**src/rtl/pc_trace_check.sv**
```systemverilog
// Program-counter trace checker: compares execute-stage PC events against a
// queue of expected PCs and reports match count, first failure and pass/fail.
module pc_trace_check #(
    parameter int unsigned DEPTH = 8,
    parameter int unsigned CNT_W = 16
) (
    input  logic             clk,
    input  logic             rst_n,
    input  logic             clr,
    input  logic             en,
    input  logic [31:0]      ie_pc,
    input  logic             exp_valid,
    input  logic [31:0]      exp_pc,
    input  logic             exp_last,
    output logic             exp_ready,
    output logic [CNT_W-1:0] match_cnt,
    output logic             mismatch,
    output logic             underflow,
    output logic [31:0]      err_pc_act,
    output logic [31:0]      err_pc_exp,
    output logic             done,
    output logic             pass
);

    localparam int unsigned AW = $clog2(DEPTH);

    typedef enum logic [1:0] {StIdle, StRun, StDone, StFail} state_t;

    state_t        state;
    logic [31:0]   prev_pc;

    // Expected-PC FIFO, entries are {last, pc}
    logic [32:0]   mem [DEPTH];
    logic [AW-1:0] wr_ptr;
    logic [AW-1:0] rd_ptr;
    logic [AW:0]   count;

    logic          full;
    logic          empty;
    logic          push;
    logic          pop;
    logic          evt;
    logic [31:0]   head_pc;
    logic          head_last;

    // FIFO status, event detection and head decode
    always_comb begin
        full      = (count == (AW+1)'(DEPTH));
        empty     = (count == '0);
        // exp_ready is based on the registered fill level only, so a pop
        // while full never frees a slot for a push in the same cycle
        exp_ready = ~full;
        push      = exp_valid & ~full;
        evt       = en & ((state == StIdle) | ((state == StRun) & (ie_pc != prev_pc)));
        pop       = evt & ~empty & ~clr;
        head_pc   = mem[rd_ptr][31:0];
        head_last = mem[rd_ptr][32];
    end

    // FIFO storage; contents are meaningless outside the valid window
    always_ff @(posedge clk) begin
        if (push && !clr) begin
            mem[wr_ptr] <= {exp_last, exp_pc};
        end
    end

    // FIFO pointers and fill level
    always_ff @(posedge clk or negedge rst_n) begin
        if (!rst_n) begin
            wr_ptr <= '0;
            rd_ptr <= '0;
            count  <= '0;
        end else if (clr) begin
            wr_ptr <= '0;
            rd_ptr <= '0;
            count  <= '0;
        end else begin
            if (push) begin
                wr_ptr <= wr_ptr + AW'(1);
            end
            if (pop) begin
                rd_ptr <= rd_ptr + AW'(1);
            end
            unique case ({push, pop})
                2'b10:   count <= count + (AW+1)'(1);
                2'b01:   count <= count - (AW+1)'(1);
                default: count <= count;
            endcase
        end
    end

    // Previous-cycle PC, used to detect a new execute-stage PC in RUN
    always_ff @(posedge clk or negedge rst_n) begin
        if (!rst_n) begin
            prev_pc <= '0;
        end else if (clr) begin
            prev_pc <= '0;
        end else begin
            prev_pc <= ie_pc;
        end
    end

    // Check FSM with registered results and status decodes
    always_ff @(posedge clk or negedge rst_n) begin
        if (!rst_n) begin
            state      <= StIdle;
            match_cnt  <= '0;
            mismatch   <= 1'b0;
            underflow  <= 1'b0;
            err_pc_act <= '0;
            err_pc_exp <= '0;
            done       <= 1'b0;
            pass       <= 1'b0;
        end else if (clr) begin
            state      <= StIdle;
            match_cnt  <= '0;
            mismatch   <= 1'b0;
            underflow  <= 1'b0;
            err_pc_act <= '0;
            err_pc_exp <= '0;
            done       <= 1'b0;
            pass       <= 1'b0;
        end else begin
            mismatch <= 1'b0;
            if (evt) begin
                if (empty) begin
                    // A word pushed this cycle is not yet visible
                    state      <= StFail;
                    underflow  <= 1'b1;
                    err_pc_act <= ie_pc;
                    err_pc_exp <= '0;
                    done       <= 1'b1;
                    pass       <= 1'b0;
                end else if (head_pc == ie_pc) begin
                    if (match_cnt != '1) begin
                        match_cnt <= match_cnt + CNT_W'(1);
                    end
                    if (head_last) begin
                        state <= StDone;
                        done  <= 1'b1;
                        pass  <= 1'b1;
                    end else begin
                        state <= StRun;
                    end
                end else begin
                    state      <= StFail;
                    mismatch   <= 1'b1;
                    err_pc_act <= ie_pc;
                    err_pc_exp <= head_pc;
                    done       <= 1'b1;
                    pass       <= 1'b0;
                end
            end else if (state == StRun && !en) begin
                state <= StIdle;
            end
        end
    end

endmodule

```
**config.mk**
```make
export PLATFORM = sky130hd
export DESIGN_NAME = pc_trace_check
export DESIGN_NICKNAME = d
export VERILOG_FILES = /design/src/rtl/pc_trace_check.sv
export SDC_FILE = /design/constraint.sdc
export NUM_CORES = 1
export LEC_CHECK = 0
export CORE_MARGIN = 2
export CORE_UTILIZATION = 40
export DETAILED_ROUTE_END_ITERATION = 7
export SLEW_MARGIN = 20
export SYNTH_ARGS = -nofsm -noshare
export SYNTH_HDL_FRONTEND = slang
export SYNTH_SLANG_ARGS = --single-unit
```
**constraint.sdc**
```tcl
create_clock -name clk -period 7.6 [get_ports clk]
set_input_delay 1.52 -clock clk [delete_from_list [all_inputs] [get_ports clk]]
set_output_delay 1.52 -clock clk [all_outputs]
set_load 0.005 [all_outputs]
```
Yosys cells after proc, flatten, opt, wreduce, memory -nomap -nowiden:

Memories as Yosys holds them, arrays and structs flattened.
Cells that the tools add are included.

* reduce and logical (&&, ||, !) cells: 18
* add/sub/neg operators: 5
* multiplexer cells: 44
* bitwise gates (word level): 9
* equal/unequal tests: 10

Operator list (count)
* $mux 32: 9
* $mux 16: 5
* $eq 32x32->1: 1
* $ne 32x32->1: 1
* $mux 1: 18
* $add 16x1->16 const B: 1
* $ne 16x16->1 const B: 1
* $mux 2: 6
* $mux 3: 4
* $reduce_bool 2->1: 6
* $pmux 4 s2: 1
* $add 3x1->3 const B: 2
* $reduce_and 2->1: 3
* $reduce_bool 3->1: 2
* $and 1x1->1: 5
* $add 4x1->4 const B: 1
* $eq 2x1->1 const B: 2
* $eq 4x4->1 const B: 1
* $logic_not 4->1: 1
* $mux 4: 1
* $ne 4x4->1 const B: 1
* $reduce_and 4->1: 1
* $sub 4x1->4 const B: 1
* $ne 3x3->1 const B: 1
* 7 further kinds: 11

* register bits: 128
* memories kept: 1
* output and inout port bits: 85
* bits of input ports: 70
* logic and storage cells: 99
* bits in writable memories: 264

Memory list
* mem: words 8, width 33, rd ports 1, clocked after memory_dff 0, wr ports 1, RTL line 33 `logic [32:0] mem [DEPTH];`

Depth between registers and ports, before layout:

Gate-level depths: netlist of the first run.

* word-level depth: 9
* depth in mapped cells: 15
* mapped depth without buffers: 14

Worst setup path before layout of the first run:

Ideal clock, no wire load.

* path type: input to register
* start point: input port clr
* end point: memory mem[0][0] (enable)
* required time: 7136 ps
* buffers on the path: 1
* setup time: 464 ps
* arrival time: 4407 ps
* cell stages on the path: 3
* path slack: 2729 ps
* cells stage by stage: clkbuf_1 or3_1 nor3_1

* cells in the longest elaborated chain, start to end: 4

Ends and longest elaborated chain
* start, declared: RTL line 9 `input logic clr,`
* $logic_not 1->1: RTL line 62 `if (push && !clr) begin`
* $logic_and 1x1->1: RTL line 62
* $mux 1: RTL line 62
* $mux 1 (not written as such): RTL line 63 `mem[wr_ptr] <= {exp_last, exp_pc};`
* end, declared: RTL line 33

Every way passes these cells.

Final worst setup path of the first run:

* start point: register rd_ptr[0]
* end point: register err_pc_act[19]

* cells in the longest elaborated chain, start to end: 4

Ends and longest elaborated chain
* start, declared: RTL line 35 `logic [AW-1:0] rd_ptr;`
* start signal, assigned: RTL line 82 `rd_ptr <= rd_ptr + AW'(1);`
* $mem_v2 8x33
* $eq 32x32->1: RTL line 134 `end else if (head_pc == ie_pc) begin`
* $ne 3x3->1 (no source line)
* $reduce_and 2->1 (no source line)
* end signal, assigned: RTL line 130 `err_pc_act <= ie_pc;`
* end signal, assigned: RTL line 148 `err_pc_act <= ie_pc;`
* end, declared: RTL line 19 `output logic [31:0] err_pc_act,`

Every way passes these cells.
A chain may end at the register's enable or synchronous reset.

==> impl_metrics.toml, run 1 <==
[synth]
yosysUniqueCellTypes = 51
syn_inst = 1043
synth_nets = 1119
syn-cell-area_mm2 = 0.0164
synthFlopType = "edfxtp_1"
synth_top_area_cell = "edfxtp_1"
yosys-top-cells-area = "edfxtp_1, dfrtp_1, mux4_2, mux2i_1, xor2_1"
ys_warn_count = 0
synth_edf_count = 264
synth_top_area_share = 0.485
synthArstFlopShare = 0.327
ys_ff_latch = 392
yosysSeqAreaShare = 0.680
synth.avg_cell_area_um2 = 15.7

[sta]
slew_viol_final = 0
final-hold-violation-count = 0
finalCritPeriodShare = 0.670
rsz0062_at_grt = "no"
maxClockFrequency_mhz = 196
skew_ps = 8.57
min_period_ps = 5090
final.setup.tns_ps = 0
maxSlewHeadroom = 0.313
worst_pin_slew_ps = 1030
setup-violations-final = 0

[worst_setup_path]
worst_setup_path_startpoint = "rd_ptr[0]"
reg2reg_from = "rd_ptr[0]"
worstSetupPathType = "flip-flop to flip-flop"
required_ps = 8020
critical_path.max_fanout = 49
crit_arrival_ps = 5520
end_kind = "flip-flop"
crit_path_start_kind = "flip-flop"

[floorplan]
die-width_um = 206
floorplan.initialDensity = 0.403
io_pins = 155
core_area_mm2 = 0.0406
core.rowCount = 74
dieArea_mm2 = 0.0425
die_y_um = 206

[cts]
cts-resized-gates = 0
hold_buffers = 0
tritoncts = "done"
path_clk_slew_ps = 60
cts_buffer_depth = 3
clk_latency_ps = 550
cts_root_buffer = "clkbuf_16"
post_cts_buffers = 0
cts_max_level = 2
cts_buffers = 42
clock_sinks = 392

[detailed_routing]
wirelength_um = 39600
vias_per_cell = 5.24
drt-pass1-iter-count = 5
via_count = 9291
routedWlPerCell_um = 22.3
drt_first_iter_violations = 666
antenna_left = 0
drcViolationCount = 0

[global_routing]
grtUsageTotal = 0.187
grt_pass1_vias = 9476
overflow = 0
antenna_found_initial = 9
grt_max_degree = 84
grt_pass1_wl_um = 59200

[layout]
nFillCells = 3450
final_util = 0.487
final_cell_mix = "edfxtp_1, clkdlybuf4s50_1, dfrtp_1"
drive_above_1_share = 0.147
layout_commonest_cell = "edfxtp_1"
num-nets-final = 1285
area_growth_syn_to_layout_pct = 21.0
final_cells = 1773

[pwr]
p_per_area_mw_per_mm2 = 272
leakage_nw = 6.97
ir_drop_v = 0.000139

[flow_run]
drv_cap = 0

[hold_path]
hold_start = "underflow"
hp-class = "flip-flop to flip-flop"

[placed_design]
portBuffers = 154
gp_congestion = 0.822
dp_cells = 1697
hpwlAfterDp_um = 25700

[outcome]
outcome = "finished, final reports clean"
## cells by family (layout without fill, tap and decap cells)
family,after synthesis,count (layout),synth area share
multiplexers,157,157,0.129
XOR/XNOR,60,60,0.0321
adder cells (fa/ha/maj),6,6,0.00505
flip-flops,392,392,0.680
other,0,1,0
AO/OA/AOI/OAI,102,102,0.0460
AND/OR/NAND/NOR,236,236,0.0826
buffers and inverters,90,287,0.0254
## final cells by class
class | instances | area, um2 | share of cell area
Antenna cell | 1 | 2.50 | 0.000126
Clock buffer | 58 | 1140 | 0.0577
Clock inverter | 17 | 145 | 0.00733
Inverter | 40 | 150 | 0.00759
Multi-Input combinational cell | 561 | 4870 | 0.246
Sequential cell | 392 | 11100 | 0.563
Tap cell | 532 | 666 | 0.0336
Timing Repair Buffer | 172 | 1680 | 0.0846
## final timing paths
path / slack [ps] / end / depth (start not counted)
hold reg to reg: 530 / underflow / 2
setup / recovery: 2510 / err_pc_act[19] / 10
max in group asynchronous: 5290 / err_pc_exp[20] / 2
hold / removal: 530 / underflow / 2
setup reg to reg: 2510 / err_pc_act[19] / 10
min in group asynchronous: 940 / match_cnt[6] / 1
## Yosys cell counts, drive strengths merged, types with 4 or more instances
cell type	count
nand4	6
dfrtp	128
a22o	10
nor2b	74
o32ai	31
nor2	40
mux2i	65
a21oi	13
nand3	16
mux2	55
or3	8
o21ai	11
buf	28
edfxtp	264
nor3	14
ha	5
mux4	37
or4	7
nand2	21
nand2b	6
o31ai	5
a22oi	11
xor2	53
clkbuf	22
nor4	17
or2	11
xnor2	7
o22ai	7
o21a	4
inv	40
## where the power goes
| group | total, mW | switching [mW] | internal, mW |
|---|---|---|---|
| clock | 1.93 | 0.812 | 1.12 |
| combinational | 0.931 | 0.480 | 0.451 |
| sequential | 2.53 | 0.129 | 2.40 |
## sequential cells by signal, summed over array words and instances, names as in the netlist
register and flops:
mem 264, err_pc_act 32, err_pc_exp 32, prev_pc 32, match_cnt 16, count 4
rd_ptr 3, wr_ptr 3, state 2, done 1, mismatch 1, pass 1
underflow 1
## worst max-delay path, stage by stage (launching register included)
cell	delay, ps
dfrtp_4	920
buf_4	380
mux4_2	540
mux2i_1	460
xor2_1	180
nand3_1	170
nor4_2	480
nand4_2	460
o21a_2	510
buf_4	380
mux2_1	390
## per-stage QoR
step | area (um2) | hold WS, ps | total power [mW] | worst slack [ps]
after global routing | 19800 | 567 | 5.61 | 2130
final | 19800 | 526 | 5.39 | 2510
after global placement | 18500 | 514 | 3.50 | 2170
after detailed placement | 18500 | 521 | 3.51 | 2210
after CTS | 19800 | 538 | 5.45 | 2460
after floorplan | 16400 | 486 | 3.12 | 2730
## metal layers
| layer | routed length [um] | vias to the layer above | part of all wire | global-route usage |
|---|---|---|---|---|
| met5 | 100 | - | 0.0025 | 0 |
| met4 | 830 | 16 | 0.021 | 0.0510 |
| met3 | 2470 | 64 | 0.062 | 0.0490 |
| met2 | 18300 | 214 | 0.46 | 0.293 |
| met1 | 17900 | 4718 | 0.45 | 0.260 |
| li1 | - | 4279 | - | - |
Note: power is estimated with default switching activity, not from simulation.
==> run 2, diff against run 1 <==
==> constraint.sdc (replaced) <==
create_clock -name clk -period 5.2 [get_ports clk]
set_input_delay 1.04 -clock clk [delete_from_list [all_inputs] [get_ports clk]]
set_output_delay 1.04 -clock clk [all_outputs]
set_load 0.005 [all_outputs]
==> run 2 against run 1 <==
Net effect: non-clock buffer count is 18 higher; global-route usage up 0.16 points; die area stayed put; critical endpoint is now match_cnt[6]; clock skew rose by 8.8 ps.
==> impl_metrics.toml, run 2 (synthesized netlist as in run 1, its figures left out) <==
[pwr]
leakage_nw = 7.08
ir_drop_v = 0.000193
p_per_area_mw_per_mm2 = 398

[global_routing]
use_met1 = 0.272
grtUsageTotal = 0.189
antenna_found_initial = 6
grt_pass1_wl_um = 59500
grt-busiest-layer = "met2"
met3_usage = 0.0393
use_met2 = 0.295
grt_pass1_vias = 9485
grt_max_degree = 89
overflow = 0

[layout]
regMostFlops = "mem"
area_growth_syn_to_layout_pct = 21.9
final_cell_mix = "edfxtp_1, clkdlybuf4s50_1, dfrtp_1"
largest_register_ffs = 264
drive_above_1_share = 0.163
layout_commonest_cell = "edfxtp_1"
nFillCells = 3443
n_antenna_cell = 0
num-nets-final = 1303
final_cells = 1788

[worst_setup_path]
r2r_slack_ps = 770
slowest_delay_ps = 890
crit_path_start_kind = "flip-flop"
critical_path.top_delay_family = "multiplexers"
crit_arrival_ps = 4850
end_kind = "flip-flop"
crit_cells = 10
r2r_end = "match_cnt[6]"
cp_cell_sequence = "buf_4 > mux4_2 > mux2i_1 > xor2_1 > nand3b_1 > nor4_2 > nand4_2 > buf_4 > or4_1 > mux2_1"
required_ps = 5620
crit_top_cell = "buf_4"
r2r_cells = 10
worstSetupPathType = "flip-flop to flip-flop"
path_buf_inv = 2
critPathSlowestCell = "dfrtp_4"
reg2reg_from = "rd_ptr[0]"
critical_path.max_fanout = 38

[hold_path]
hold_end = "underflow"
hp-class = "flip-flop to flip-flop"
min_path_cells = 2
hold_start = "underflow"

[floorplan]
core.rowCount = 74
dieArea_mm2 = 0.0425
die_y_um = 206
die-width_um = 206
floorplan.initialDensity = 0.403
io_pins = 155
core_area_mm2 = 0.0406

[sta]
maxSlewHeadroom = 0.382
maxClockFrequency_mhz = 226
setup-violations-final = 0
rsz0062_at_grt = "no"
slew_viol_final = 0
skew_ps = 17.4
min_period_ps = 4430
final-hold-violation-count = 0
finalCritPeriodShare = 0.852
final.setup.tns_ps = 0
hold_slack_ps = 529
worst_pin_slew_ps = 928

[flow_run]
drv_cap = 0

[detailed_routing]
drcViolationCount = 0
wirelength_um = 39800
drt-pass1-iter-count = 5
via_count = 9319
routedWlPerCell_um = 22.3
drt_first_iter_violations = 835
vias_per_cell = 5.21
antenna_left = 0

[cts]
cts_max_level = 2
post_cts_buffers = 0
clk_latency_ps = 540
cts_buffers = 42
clock_sinks = 392
cts-resized-gates = 0
hold_buffers = 0
cts_root_buffer = "clkbuf_16"
path_clk_slew_ps = 60
cts_buffer_depth = 3
tritoncts = "done"

[outcome]
outcome = "finished, final reports clean"

[placed_design]
portBuffers = 154
hpwlAfterDp_um = 26400
gp_congestion = 0.798
dp_cells = 1715
-- run 2: changes by cell type in the layout (fill, tap and decap cells not counted), moves of 3 or more --
cell	previous run	this run
clkinv_1	9	5
clkinv_2	3	6
buf_4	19	36
clkbuf_1	14	10
clkbuf_8	1	4
-- run 2: per-layer routing --
metal	wire, um	share of wire
met5	74	0.0019
met3	2070	0.052
met1	18500	0.46
met4	649	0.016
met2	18500	0.47
-- run 2: worst reg2reg max path, stage by stage (launching register included) --
cell	delay [ps]
dfrtp_4	890
buf_4	330
mux4_2	510
mux2i_1	590
xor2_1	230
nand3b_1	120
nor4_2	370
nand4_2	170
buf_4	230
or4_1	540
mux2_1	320
-- run 2: stage by stage --
stage               cell area, um2  worst slack (ps)   util  total power [mW]
floorplan                    16400               809      -              4.56
global placement             18600               608  0.459              5.18
detailed placement           18600               615  0.459              5.19
CTS                          19900               602  0.491              8.01
global route                 19900               449  0.491              8.26
finish                       19900               769  0.491              7.93
-- run 2: cell type report --
type,instances,area (um2),area share
Clock buffer,56,1140,0.0573
Clock inverter,17,151,0.00759
Inverter,40,150,0.00753
Multi-Input combinational cell,561,4870,0.244
Sequential cell,392,11100,0.559
Tap cell,532,666,0.0334
Timing Repair Buffer,190,1820,0.0914
-- run 2: where the power goes --
part	internal [mW]	switching, mW	total, mW	leakage, nW
sequential	3.50	0.171	3.67	4.10
combinational	0.691	0.743	1.43	2.34
clock	1.64	1.18	2.82	0.638
-- run 2: worst max-delay path by stage --
stage,from,slack [ps],end
finish,rd_ptr[0],770,match_cnt[6]
CTS,rd_ptr[0],600,match_cnt[6]
global route,rd_ptr[0],450,match_cnt[5]
global placement,ie_pc[21],610,count[3]
detailed placement,ie_pc[17],610,count[3]
floorplan,clr,810,mem[0][0]
